==> src/rtl/uart_pkg.sv <==
// rtl/uart_pkg.sv - shared UART frame constants and receiver state encoding
package uart_pkg;

   localparam int UART_DATA_BITS    = 8;
   localparam int UART_STOP_BITS    = 1;
   // Shared with the transmitter so both ends of the link agree on the baud divider.
   localparam int UART_CLKS_PER_BIT = 868;

   typedef enum logic [2:0] {
      RX_IDLE,
      RX_START,
      RX_DATA,
      RX_STOP,
      RX_BREAK
   } rx_state_t;

endpackage

==> src/rtl/sync_2ff.sv <==
// rtl/sync_2ff.sv - 1-bit two-flop synchroniser with selectable reset value
module sync_2ff #(
   parameter logic RESET_VAL = 1'b1
) (
   input  logic clk,
   input  logic rst_n,
   input  logic d,
   output logic q
);

   logic meta;

   always_ff @(posedge clk or negedge rst_n) begin
      if (!rst_n) begin
         meta <= RESET_VAL;
         q    <= RESET_VAL;
      end else begin
         meta <= d;
         q    <= meta;
      end
   end

endmodule

==> src/rtl/uart_receiver.sv <==
// rtl/uart_receiver.sv - 8N1 UART receiver with mid-bit sampling and valid/ready holding register
module uart_receiver
   import uart_pkg::*;
#(
   parameter int CLKS_PER_BIT = UART_CLKS_PER_BIT
) (
   input  logic       clk,
   input  logic       rst_n,
   input  logic       rx,
   output logic [7:0] rx_data,
   output logic       rx_valid,
   input  logic       rx_ready,
   output logic       frame_err,
   output logic       overrun
);

   localparam int HALF_BIT = CLKS_PER_BIT / 2;
   localparam int CNT_W    = $clog2(CLKS_PER_BIT);

   localparam logic [CNT_W-1:0] CNT_HALF = CNT_W'(HALF_BIT - 1);
   localparam logic [CNT_W-1:0] CNT_FULL = CNT_W'(CLKS_PER_BIT - 1);
   localparam logic [2:0]       LAST_BIT = 3'(UART_DATA_BITS - 1);

   rx_state_t                 state;
   logic [CNT_W-1:0]          cnt;
   logic [2:0]                bit_idx;
   logic [UART_DATA_BITS-1:0] shift;
   logic                      rx_s;
   logic                      accept;

   sync_2ff #(.RESET_VAL(1'b1)) u_rx_sync (
      .clk   (clk),
      .rst_n (rst_n),
      .d     (rx),
      .q     (rx_s)
   );

   assign accept = rx_valid && rx_ready;

   always_ff @(posedge clk or negedge rst_n) begin
      if (!rst_n) begin
         state     <= RX_IDLE;
         cnt       <= '0;
         bit_idx   <= '0;
         shift     <= '0;
         rx_data   <= '0;
         rx_valid  <= 1'b0;
         frame_err <= 1'b0;
         overrun   <= 1'b0;
      end else begin
         frame_err <= 1'b0;
         overrun   <= 1'b0;
         if (accept) begin
            rx_valid <= 1'b0;
         end

         case (state)
            RX_IDLE: begin
               cnt <= '0;
               if (!rx_s) begin
                  state <= RX_START;
               end
            end

            RX_START: begin
               if (cnt == CNT_HALF) begin
                  cnt     <= '0;
                  bit_idx <= '0;
                  // A start bit that is high again at its mid-point was only a glitch.
                  state   <= rx_s ? RX_IDLE : RX_DATA;
               end else begin
                  cnt <= cnt + 1'b1;
               end
            end

            RX_DATA: begin
               if (cnt == CNT_FULL) begin
                  cnt            <= '0;
                  shift[bit_idx] <= rx_s;
                  bit_idx        <= bit_idx + 1'b1;
                  if (bit_idx == LAST_BIT) begin
                     state <= RX_STOP;
                  end
               end else begin
                  cnt <= cnt + 1'b1;
               end
            end

            RX_STOP: begin
               if (cnt == CNT_FULL) begin
                  cnt <= '0;
                  if (rx_s) begin
                     // Load wins over the accept-clear above when both happen together.
                     if (!rx_valid || accept) begin
                        rx_data  <= shift;
                        rx_valid <= 1'b1;
                     end else begin
                        overrun <= 1'b1;
                     end
                     state <= RX_IDLE;
                  end else begin
                     frame_err <= 1'b1;
                     state     <= RX_BREAK;
                  end
               end else begin
                  cnt <= cnt + 1'b1;
               end
            end

            RX_BREAK: begin
               cnt <= '0;
               if (rx_s) begin
                  state <= RX_IDLE;
               end
            end

            default: begin
               state <= RX_IDLE;
               cnt   <= '0;
            end
         endcase
      end
   end

endmodule
==> config.mk <==
export PLATFORM = sky130hd
export DESIGN_NAME = uart_receiver
export DESIGN_NICKNAME = d
export VERILOG_FILES = /design/src/rtl/uart_pkg.sv /design/src/rtl/sync_2ff.sv /design/src/rtl/uart_receiver.sv
export SDC_FILE = /design/constraint.sdc
export NUM_CORES = 1
export LEC_CHECK = 0
export CELL_PAD_IN_SITES_DETAIL_PLACEMENT = 1
export CELL_PAD_IN_SITES_GLOBAL_PLACEMENT = 1
export CORE_ASPECT_RATIO = 0.9
export CORE_MARGIN = 2
export CORE_UTILIZATION = 42
export DETAILED_ROUTE_END_ITERATION = 8
export PLACE_DENSITY_LB_ADDON = 0.1
export SETUP_SLACK_MARGIN = 0.2
export SYNTH_ARGS = -nofsm -noshare
export SYNTH_HDL_FRONTEND = slang
export SYNTH_SLANG_ARGS = --single-unit
==> constraint.sdc <==
create_clock -name clk -period 1.7 [get_ports clk]
set_input_delay 0.34 -clock clk [delete_from_list [all_inputs] [get_ports clk]]
set_output_delay 0.34 -clock clk [all_outputs]
set_load 0.005 [all_outputs]
Yosys cells after proc, flatten, opt, wreduce, memory -nomap -nowiden. Index checks and enable logic that the tools add are counted.

Input port bits: 4. Logic and storage cells: 68. Output and inout bits: 11. Register bits: 37.

Equal/unequal tests: 13. $add $sub $neg: 2. Reduce and logical (&&, ||, !) cells: 11. Magnitude comparators: 2. Mux-type cells: 30.

Operator list (number): 3-bit 2-to-1 mux (9); 10-bit 2-to-1 mux (2); 10-bit case mux with 2 select lines (1); 3-bit case mux with 5 select lines (1); 1-bit 2-to-1 mux (13); 10-bit by 1-bit adder with 10-bit output (second input constant) (1); 10-bit equality test (second input constant) (1); 10-bit by 9-bit equality test with 1-bit output (second input constant) (1); 2-bit inequality test (second input constant) (5); 8-bit bitwise mux (1); 3-bit by 2-bit equality test with 1-bit output (second input constant) (2); 3-bit equality test (second input constant) (2); 3-bit case mux with 2 select lines (1); 6-bit AND reduction (1); 3-bit by 4-bit < comparator with 1-bit output (second input constant) (1); 4-bit AND reduction (1); 3-bit by 1-bit adder with 3-bit output (second input constant) (1); 1-bit demux with 3-bit select (1); 3-bit by 1-bit equality test with 1-bit output (second input constant) (1); 3-bit by 1-bit >= comparator with 1-bit output (second input constant) (1); 3-bit zero test (1); 3-bit AND reduction (1); 1-bit logical AND (2); 2-bit 2-to-1 mux (1); 6 further kinds (6).

Logic depth before layout (Yosys ltp).
Depth after elaboration: 6. Depth in mapped cells: 6. Mapped depth without buffers: 6.

By module. A second synthesis with hierarchy kept.

Cell total of the unflattened synthesis: 157. Area total of the unflattened synthesis: 1824.2 um2.

By module, submodules not included: uart_receiver (sequential area each 875.8 um2, area each 1771.7 um2, instances 1, cells an instance 155); sync_2ff (sequential area each 52.6 um2, area each 52.6 um2, instances 1, cells an instance 2).

Least setup slack after synthesis. Ideal clock, no wire load.

Path kind: register to register. Start point: reg cnt[3]. End point: reg shift[4]. Library setup time: 0.127 ns. Data arrival time: 1.782 ns. Clock period less this slack: 1.909 ns. Slack: -0.209 ns. Stages on the path, launching flop included: 6. Required time: 1.573 ns. Path buffers: 1. Path through: dfrtp_1 -> or3b_4 -> nor4_4 -> buf_6 -> and4bb_1 -> mux2_1.

Longest elaborated chain between the ends: 2.

RTL lines: from (decl) (RTL line uart_receiver.sv:25) `logic [CNT_W-1:0] cnt;`; from (signal assigned) (RTL line uart_receiver.sv:72) `cnt <= cnt + 1'b1;`; from (signal assigned) (RTL line uart_receiver.sv:85) `cnt <= cnt + 1'b1;`; from (signal assigned) (RTL line uart_receiver.sv:106) `cnt <= cnt + 1'b1;`; 10-bit equality test (RTL line uart_receiver.sv:77) `if (cnt == CNT_FULL) begin`; 2-bit AND reduction (no line); to (signal, indexed assignment) (RTL line uart_receiver.sv:79) `shift[bit_idx] <= rx_s;`; to (decl) (RTL line uart_receiver.sv:27) `logic [UART_DATA_BITS-1:0] shift;`.

Every way passes these cells. A chain may end at the register's enable or synchronous reset.

Worst setup path after layout.
Start point: reg state[0]. End point: reg shift[5].

Longest elaborated chain between the ends: 2.

RTL lines: from (decl) (RTL line uart_receiver.sv:24) `rx_state_t state;`; from (signal assigned) (RTL line uart_receiver.sv:70) `state <= rx_s ? RX_IDLE : RX_DATA;`; 3-bit by 2-bit equality test with 1-bit output (RTL line uart_receiver.sv:57) `case (state)`; 2-bit AND reduction (no line).

Every way passes these cells.

==> results <==
- The shortest period the worst path allows is a little under 2 ns.
- Derived from the worst setup path, the maximum achievable clock frequency is 519 MHz.
- The worst setup path is launched from a flop.
- The relative slew slack is 76.3%.
- The worst stage delay on the critical path is between 0.4 and 0.5 ns.
- Of the cells placed in the final design, the portion with a size suffix greater than 1 is between 40% and 50%.
- The clock skew is 0.00715 ns.
- The initial antenna violation count is 0.
- The min-delay analysis places its worst path in the category input pin to async pin.
- The CTS H-tree depth is 2.
- The TritonCTS sink count is 37.
- Setup repair after global routing could not meet its margin everywhere.
- Traced cell by cell, the critical path runs through or3b_4, nor4_4, buf_4, nand4b_1, mux2_4.
- After synthesis, the netlist uses 40 different library cells.
- The final-layout worst hold slack is -0.00169 ns.
- The total of buffers placed on input and output ports is 14.
- After global routing the overflow that remains totals 0.
- The flow ran to the end, but the final reports show violations.
- The commonest cells after synthesis are 35 x sky130_fd_sc_hd__dfrtp_1, 14 x sky130_fd_sc_hd__nor3_1, 12 x sky130_fd_sc_hd__mux2_2.
- The final cell count without fillers is 240.
- Clock-pin slew was measured on the worst setup and hold paths at around 0.07 ns.
- The die outline height is 66.0 µm.
- The max-slew violation count is 0.
- TritonCTS built the clock tree.
- For this run, the total global-route usage over all layers was measured as 19.9%.
- At the end of routability-driven placement, the weighted congestion stood at 0.882.
- From synthesis to final layout, the design area changed by 37.7%.
- The signal arrival time at the worst endpoint is 2.10 ns.
- The via count of the first global-routing pass is 1413.
- After synthesis, flip-flops and latches occupy 51.7% of the total area.
- The area of the die is 4810 µm².
- The first-pass iteration count of the detailed router is 6.
- Summed over all cells, the static leakage comes to 1.23 nW.
- The power density relative to cell area is 629 nW/µm².
- The setup slack of the worst register-to-register path is -0.23 ns.
- In this run the cell area of the synthesized design comes to ~1800 µm².
- The final critical path takes up 113% of the cycle.
- The die is about 73 µm wide.
- The floorplan has 22 rows.
- Of all flip-flops after synthesis, the portion carrying an async set or reset was 100%.
- The worst path required time is 1.88 ns.
- For the pin with the worst max-slew slack, the measured transition is 0.352 ns.
- By area the synthesized netlist is led by sky130_fd_sc_hd__dfrtp_1 49%, sky130_fd_sc_hd__mux2_2 7.5%, sky130_fd_sc_hd__nor3_1 3.9%.
- In this run the biggest area consumer among cell types represents 48.8% of the synthesized area.
- STA classifies the critical path endpoint as a flop.
- Timing analysis after detailed placement gives a worst setup slack of -0.209 ns.
- The maximum number of pins on one net before global-route repair is 38.
- The routed wire length is 4.27 mm.
- The count of inserted antenna diode cells is 0.
- The max capacitance violation total is 0.
- The first global-routing pass estimated a little over 7 mm of wire.
- The total CTS buffers is 5.
- The checks that failed: hold timing, setup timing.
- In this run, placement finished with an instance count of between 200 and 250.
- Setup slack on the critical path of the routed design comes to -0.225 ns.
- The number of hold violations in the final report is 1.
- The average instance in the mapped netlist occupies 12.3 µm².
- The starting utilization of the core area is between 40% and 50%.
- The remaining antenna violation count after routing is 0.
- The number of instances in the synthesized netlist is 146.
- IR analysis of the VDD net gives a maximum drop of ~410 µV.
- The longest clock path from root to sink contains 2 buffers.
- The leading cell type by number of instances after synthesis is sky130_fd_sc_hd__dfrtp_1.
- The hold-fix buffer count after cts is 0.
- For this run, design rule violations remaining after detail routing come to 0.
- Clock latency on the worst-skew pair, taken at its later pin, is between 0.2 and 0.3 ns.
- The detailed router finished its first iteration with 56 violations.
- The area of the core is approximately 4100 µm².
- In this run the worst path has a maximum fanout of 7.
- Dividing the detail-routed via count by the number of cells gives 5.52.
- sky130_fd_sc_hd__dfrtp_1 takes more of the synthesized area than any other cell.
- The main flop type after synthesis is sky130_fd_sc_hd__dfrtp_1.
- After routing the design area is 2470 µm².
- The post-synth net total is roughly 150.
- Dividing the detail-routed wire length by the instance count gives 17.8 µm.
- The critical path's slowest cell is sky130_fd_sc_hd__or3b_4.
- The library cell used as clock root buffer is sky130_fd_sc_hd__clkbuf_8.
- After the last flow step, the layout net total stands at 200.
- The count of flip-flops with a built-in enable after synthesis is 0.
- The number of register bits inferred by synthesis is 37.
- For this run, the number of Yosys warnings is 0.
- Pin placement for this block handled 15 I/O pins.
- The number of setup violations in the final report is 19.
- Summed over all nets, the half-perimeter wirelength after detailed placement is around 2.8 mm.
- The critical path is of the flop to flop type.
- The instance area at placement is 2170 µm².
- The routed layout has 1325 vias.
==> placed cells by master, fill, tap and decap left out, types with 2 or more instances in the layout <==
cell type and instances:
sky130_fd_sc_hd__xor2_1 4, sky130_fd_sc_hd__nand2b_1 2, sky130_fd_sc_hd__clkdlybuf4s50_1 5, sky130_fd_sc_hd__ha_1 2
sky130_fd_sc_hd__mux2_2 11, sky130_fd_sc_hd__dfrtp_2 2, sky130_fd_sc_hd__nor3_1 11, sky130_fd_sc_hd__buf_4 28
sky130_fd_sc_hd__nand4b_1 5, sky130_fd_sc_hd__a22o_2 2, sky130_fd_sc_hd__nand3_2 2, sky130_fd_sc_hd__nor3_4 2
sky130_fd_sc_hd__and4bb_2 2, sky130_fd_sc_hd__or3b_4 2, sky130_fd_sc_hd__dlymetal6s2s_1 7, sky130_fd_sc_hd__nor4_1 2
sky130_fd_sc_hd__xnor2_1 4, sky130_fd_sc_hd__nand2_1 6, sky130_fd_sc_hd__dfrtp_1 33, sky130_fd_sc_hd__dfstp_2 2
sky130_fd_sc_hd__nand3_1 5, sky130_fd_sc_hd__nor2_1 4, sky130_fd_sc_hd__buf_6 5, sky130_fd_sc_hd__nand4_1 4
sky130_fd_sc_hd__mux2_4 5, sky130_fd_sc_hd__ha_4 2, sky130_fd_sc_hd__clkbuf_8 6, sky130_fd_sc_hd__nor4_4 2
==> path summary, 6_finish.rpt <==
kind                                     startpoint                       end  depth (start not counted)
max in group asynchronous                     rst_n  u_rx_sync.meta$_DFF_PN1_                          2
min                                           rst_n       frame_err$_DFF_PN0_                          2
max                            state[0]$_DFFE_PN0P_      shift[5]$_DFFE_PN0P_                          5
min reg2reg                u_rx_sync.meta$_DFF_PN1_     u_rx_sync.q$_DFF_PN1_                          0
max reg2reg                    state[0]$_DFFE_PN0P_      shift[5]$_DFFE_PN0P_                          5
min in group clk           u_rx_sync.meta$_DFF_PN1_     u_rx_sync.q$_DFF_PN1_                          0
==> routing by layer <==
| layer | wire length, µm | track usage, % | up-vias |
|---|---|---|---|
| met4 | 64 | 7.64 | 0 |
| met5 | 0 | 0 | - |
| met1 | 1950 | 26.3 | 662 |
| met2 | 2090 | 31.0 | 26 |
| met3 | 165 | 5.34 | 8 |
| li1 | - | - | 629 |
==> layout make-up <==
cell class | instances | area (µm²)
Inverter | 2 | 7.51
Sequential cell | 37 | 931
Multi-Input combinational cell | 98 | 943
Clock buffer | 6 | 82.6
Clock inverter | 1 | 7.51
Fill cell | 429 | 1630
Tap cell | 48 | 60.1
Timing Repair Buffer | 48 | 438
==> stage by stage <==
stage,hold slack [ns],util (%),power [W],setup TNS [ns]
2_1_floorplan,0.0444,-,0.000906,-0.917
3_3_place_gp,0.317,52.9,0.000938,-2.22
3_5_place_dp,0.320,52.9,0.000939,-3.45
4_1_cts,0.00922,56.3,0.00156,-4.54
5_1_grt,0.0121,60.2,0.00160,-5.00
6_report,-0.00169,60.2,0.00155,-2.28
==> kinds of logic (layout without fill, tap and decap cells) <==
group	after synthesis	after routing	synth area share, %
xor gates and xnor gates	8	8	3.90
muxes	17	17	10.7
adders and majority gates	4	4	2.79
and+or+nand+nor	59	59	22.2
AOI/OAI and AO/OA	10	10	5.09
DFF	37	37	51.7
buffers and inverters	11	57	3.56
==> report_power, final <==
part | leakage (nW) | switching (W) | total [W] | internal (W)
logic | 0.693 | 0.0000241 | 0.0000363 | 0.0000122
clock network | 0.0433 | 0.000310 | 0.000630 | 0.000320
registers | 0.492 | 0.00000164 | 0.000886 | 0.000884
==> critical path, delay by kind of cell (launching register included) <==
family	cells	cell delay (ns)
AND/OR/NAND/NOR	3	0.90
multiplexers	1	0.33
buffers and inverters	1	0.21
flip-flops	1	0.38
==> flip-flops by register name (all words and copies together) (netlist names) <==
| signal | cells |
|---|---|
| cnt | 10 |
| rx_data | 8 |
| shift | 8 |
| bit_idx | 3 |
| state | 3 |
| frame_err | 1 |
| overrun | 1 |
| rx_valid | 1 |
| u_rx_sync.meta | 1 |
| u_rx_sync.q | 1 |
==> repair_timing <==
item,4_1_cts,5_1_grt
pin swaps,5,11
gates resized for setup,6,32
buffers inserted,4,4
endpoints found under the setup margin,33,42
No activity file was read; power rests on OpenSTA's default activity.
==> edit, RTL diff (config.mk and constraints unchanged) <==
`RESET_VAL` is set to 1'b1 in 2 places; all go to 1'b0.
--- a/src/rtl/sync_2ff.sv
+++ b/src/rtl/sync_2ff.sv
@@ -1,6 +1,6 @@
 // rtl/sync_2ff.sv - 1-bit two-flop synchroniser with selectable reset value
 module sync_2ff #(
-   parameter logic RESET_VAL = 1'b1
+   parameter logic RESET_VAL = 1'b0
 ) (
    input  logic clk,
    input  logic rst_n,
--- a/src/rtl/uart_receiver.sv
+++ b/src/rtl/uart_receiver.sv
@@ -28,7 +28,7 @@
    logic                      rx_s;
    logic                      accept;
 
-   sync_2ff #(.RESET_VAL(1'b1)) u_rx_sync (
+   sync_2ff #(.RESET_VAL(1'b0)) u_rx_sync (
       .clk   (clk),
       .rst_n (rst_n),
       .d     (rx),
Behaviour: no difference found for any inputs over 10 cycles, from zero or initial values and one cycle with rst_n low; that may be too few to reach the edited logic, so the function may still have changed.
==> edit against the unedited design <==
Non-clock buffer count increased by 2; sequential cell count did not move; critical endpoint unchanged; critical path type unchanged; die area down 0.14%; cell area is 4.5% higher; the run ends with negative setup slack left; setup slack improved by 0.036 ns; total power shrank 0.43%; area after synthesis down 0.14%; via count up 4.5%; wire length increased by 13%.
==> edit: results (changes against the unedited design) <==
stage,metric,value,unit,change
global_routing,initial antenna violation count,0,,unchanged
setup_path,Worst Path Arrival,2.06,ns,-0.04 ns
cts,Clock Path Buffers,2,,unchanged
logic_synthesis,Post-synth top flop,dfrtp_1,,
placement,gpl congestion,0.876,,-0.61%
global_routing,vias in the first global route,1473,,+4.2%
logic_synthesis,Synth cell types,39,,-2.5%
placement,DP HPWL,3170,um,+12%
final_layout,Final nets,202,,+1.0%
power_and_ir_drop,leakage power,0.00123,uW,-0.23%
cts,Worst-path clk slew,0.07,ns,about the same
drt,DRT Pass-1 Iters,5,,-1
drt,1st-iter DRT viols,102,,+82%
cts,H-tree depth,2,,unchanged
logic_synthesis,"top cells by count, synth","37 x dfrtp_1, 14 x nor3_1, 12 x mux2_2, 8 x nand3_1, 6 x nand2_1",,
drt,Antenna Nets Post-Route,0,,unchanged
global_routing,All-Layer GR Usage,0.221,,+0.0228
final_layout,Largest regs,"cnt (10), rx_data (8), shift (8)",,
timing,Clock Skew,0.00756,ns,+0.000419 ns
timing,Final WS setup,-0.189,ns,+0.0359 ns
cts,root buffer cell,clkbuf_8,,
setup_path,r2r worst-path depth,5,,unchanged
final_layout,final core occ,0.629,,+0.0268
timing,worst slew pin tran,0.482,ns,+0.130 ns
placement,"Cell Area, Placed",2170,sq um,+0.23%
logic_synthesis,sequential share of the synthesized area,0.517,,-0.000674
final_layout,ant diodes,0,,unchanged
drt,vias post-DR,1384,,+4.5%
cts,CTS Buf Count,5,,unchanged
cts,worst-skew pair later-pin latency,0.29,ns,about the same
status,status,"complete, but fails checks",,
final_layout,fraction of layout cells with a size suffix above 1,0.485,,+0.0262
global_routing,pin count of the biggest net entering global routing,20,,-47%
logic_synthesis,share of flip-flops with an asynchronous set or reset,1.00,,unchanged
power_and_ir_drop,Net Sw Frac,0.214,,-0.00191
min_path,Hold WC Path Type,in2async,,
placement,pre-CTS WS,-0.201,ns,+0.00776 ns
logic_synthesis,Mapped Nets,154,,unchanged
drt,final WL,4830,um,+13%
logic_synthesis,Synth area leaders,"dfrtp_1 52%, mux2_2 7.5%, nor3_1 3.9%",,
power_and_ir_drop,maximum vdd ir drop,0.000430,V,+5.9%
global_routing,first-pass GRT wire length,7750,um,+9.9%
timing,Final Setup Violations,29,,+10
logic_synthesis,Synth Warn #,0,,unchanged
final_layout,Fill cells,391,,-8.9%
placement,I/O Buffers,14,,unchanged
status,failing checks,negative setup slack,,
setup_path,maximum fanout along the worst path,8,,+1
## edit: kinds of logic after synthesis
group                    Yosys count  synth area share
AO/OA/AOI/OAI                     10            0.0510
XOR/XNOR                           8            0.0391
adder cells (fa/ha/maj)            4            0.0279
buffers and inverters             11            0.0356
flip-flops                        37             0.517
multiplexers                      17             0.107
AND/OR/NAND/NOR                   59             0.223
## edit: final timing paths
kind	slack (ns)	from	to
worst min register to register	0.38	u_rx_sync.meta$_DFF_PN0_	u_rx_sync.q$_DFF_PN0_
min in group clk	0.38	u_rx_sync.meta$_DFF_PN0_	u_rx_sync.q$_DFF_PN0_
worst max-delay path	-0.19	state[2]$_DFFE_PN0P_	shift[5]$_DFFE_PN0P_
worst min-delay path	0.003	rst_n	cnt[9]$_DFF_PN0_
worst max register to register	-0.19	state[2]$_DFFE_PN0P_	shift[5]$_DFFE_PN0P_
max in group asynchronous	1.23	rst_n	frame_err$_DFF_PN0_
## edit: per-layer routing
layer	GRT usage	vias up	share of wire
met3	0.0427	8	0.038
met2	0.385	38	0.52
met1	0.268	706	0.43
met4	0.0880	0	0.012
met5	0	-	0
li1	-	632	-
## edit: power by group through the flow
| stage | combinational (uW) | sequential (uW) | clock (uW) |
|---|---|---|---|
| finish | 36.8 | 884 | 625 |
| detailed placement | 37.2 | 901 | 0 |
| CTS | 37.8 | 883 | 643 |
| global route | 41.7 | 883 | 677 |
| floorplan | 3.71 | 901 | 0 |
| global placement | 36.0 | 900 | 0 |
## edit: critical path: stages (launching register included)
cell	delay [ns]
dfrtp_1	0.39
or3b_4	0.42
nor4_4	0.34
buf_6	0.18
nand4b_1	0.12
mux2_1	0.33
## edit: layout make-up
| type | instances | share of cell area |
|---|---|---|
| Timing Repair Buffer | 50 | 0.179 |
| Clock inverter | 1 | 0.00291 |
| Multi-Input combinational cell | 98 | 0.401 |
| Sequential cell | 37 | 0.359 |
| Tap cell | 48 | 0.0233 |
| Clock buffer | 6 | 0.0320 |
| Inverter | 2 | 0.00291 |
## edit: repair_timing
action                                  CTS  global route
endpoints found under the setup margin   33            41
pin swaps                                26             5
hold buffers                              0             0
gates cloned                              1             0
buffers inserted                          5             3
gates resized for setup                  35            21
## edit: metrics by stage
stage	cells	TNS [ns]
floorplan	146	-0.917
global placement	226	-2.03
detailed placement	226	-4.31
CTS	239	-3.02
global route	242	-5.54
finish	242	-3.13
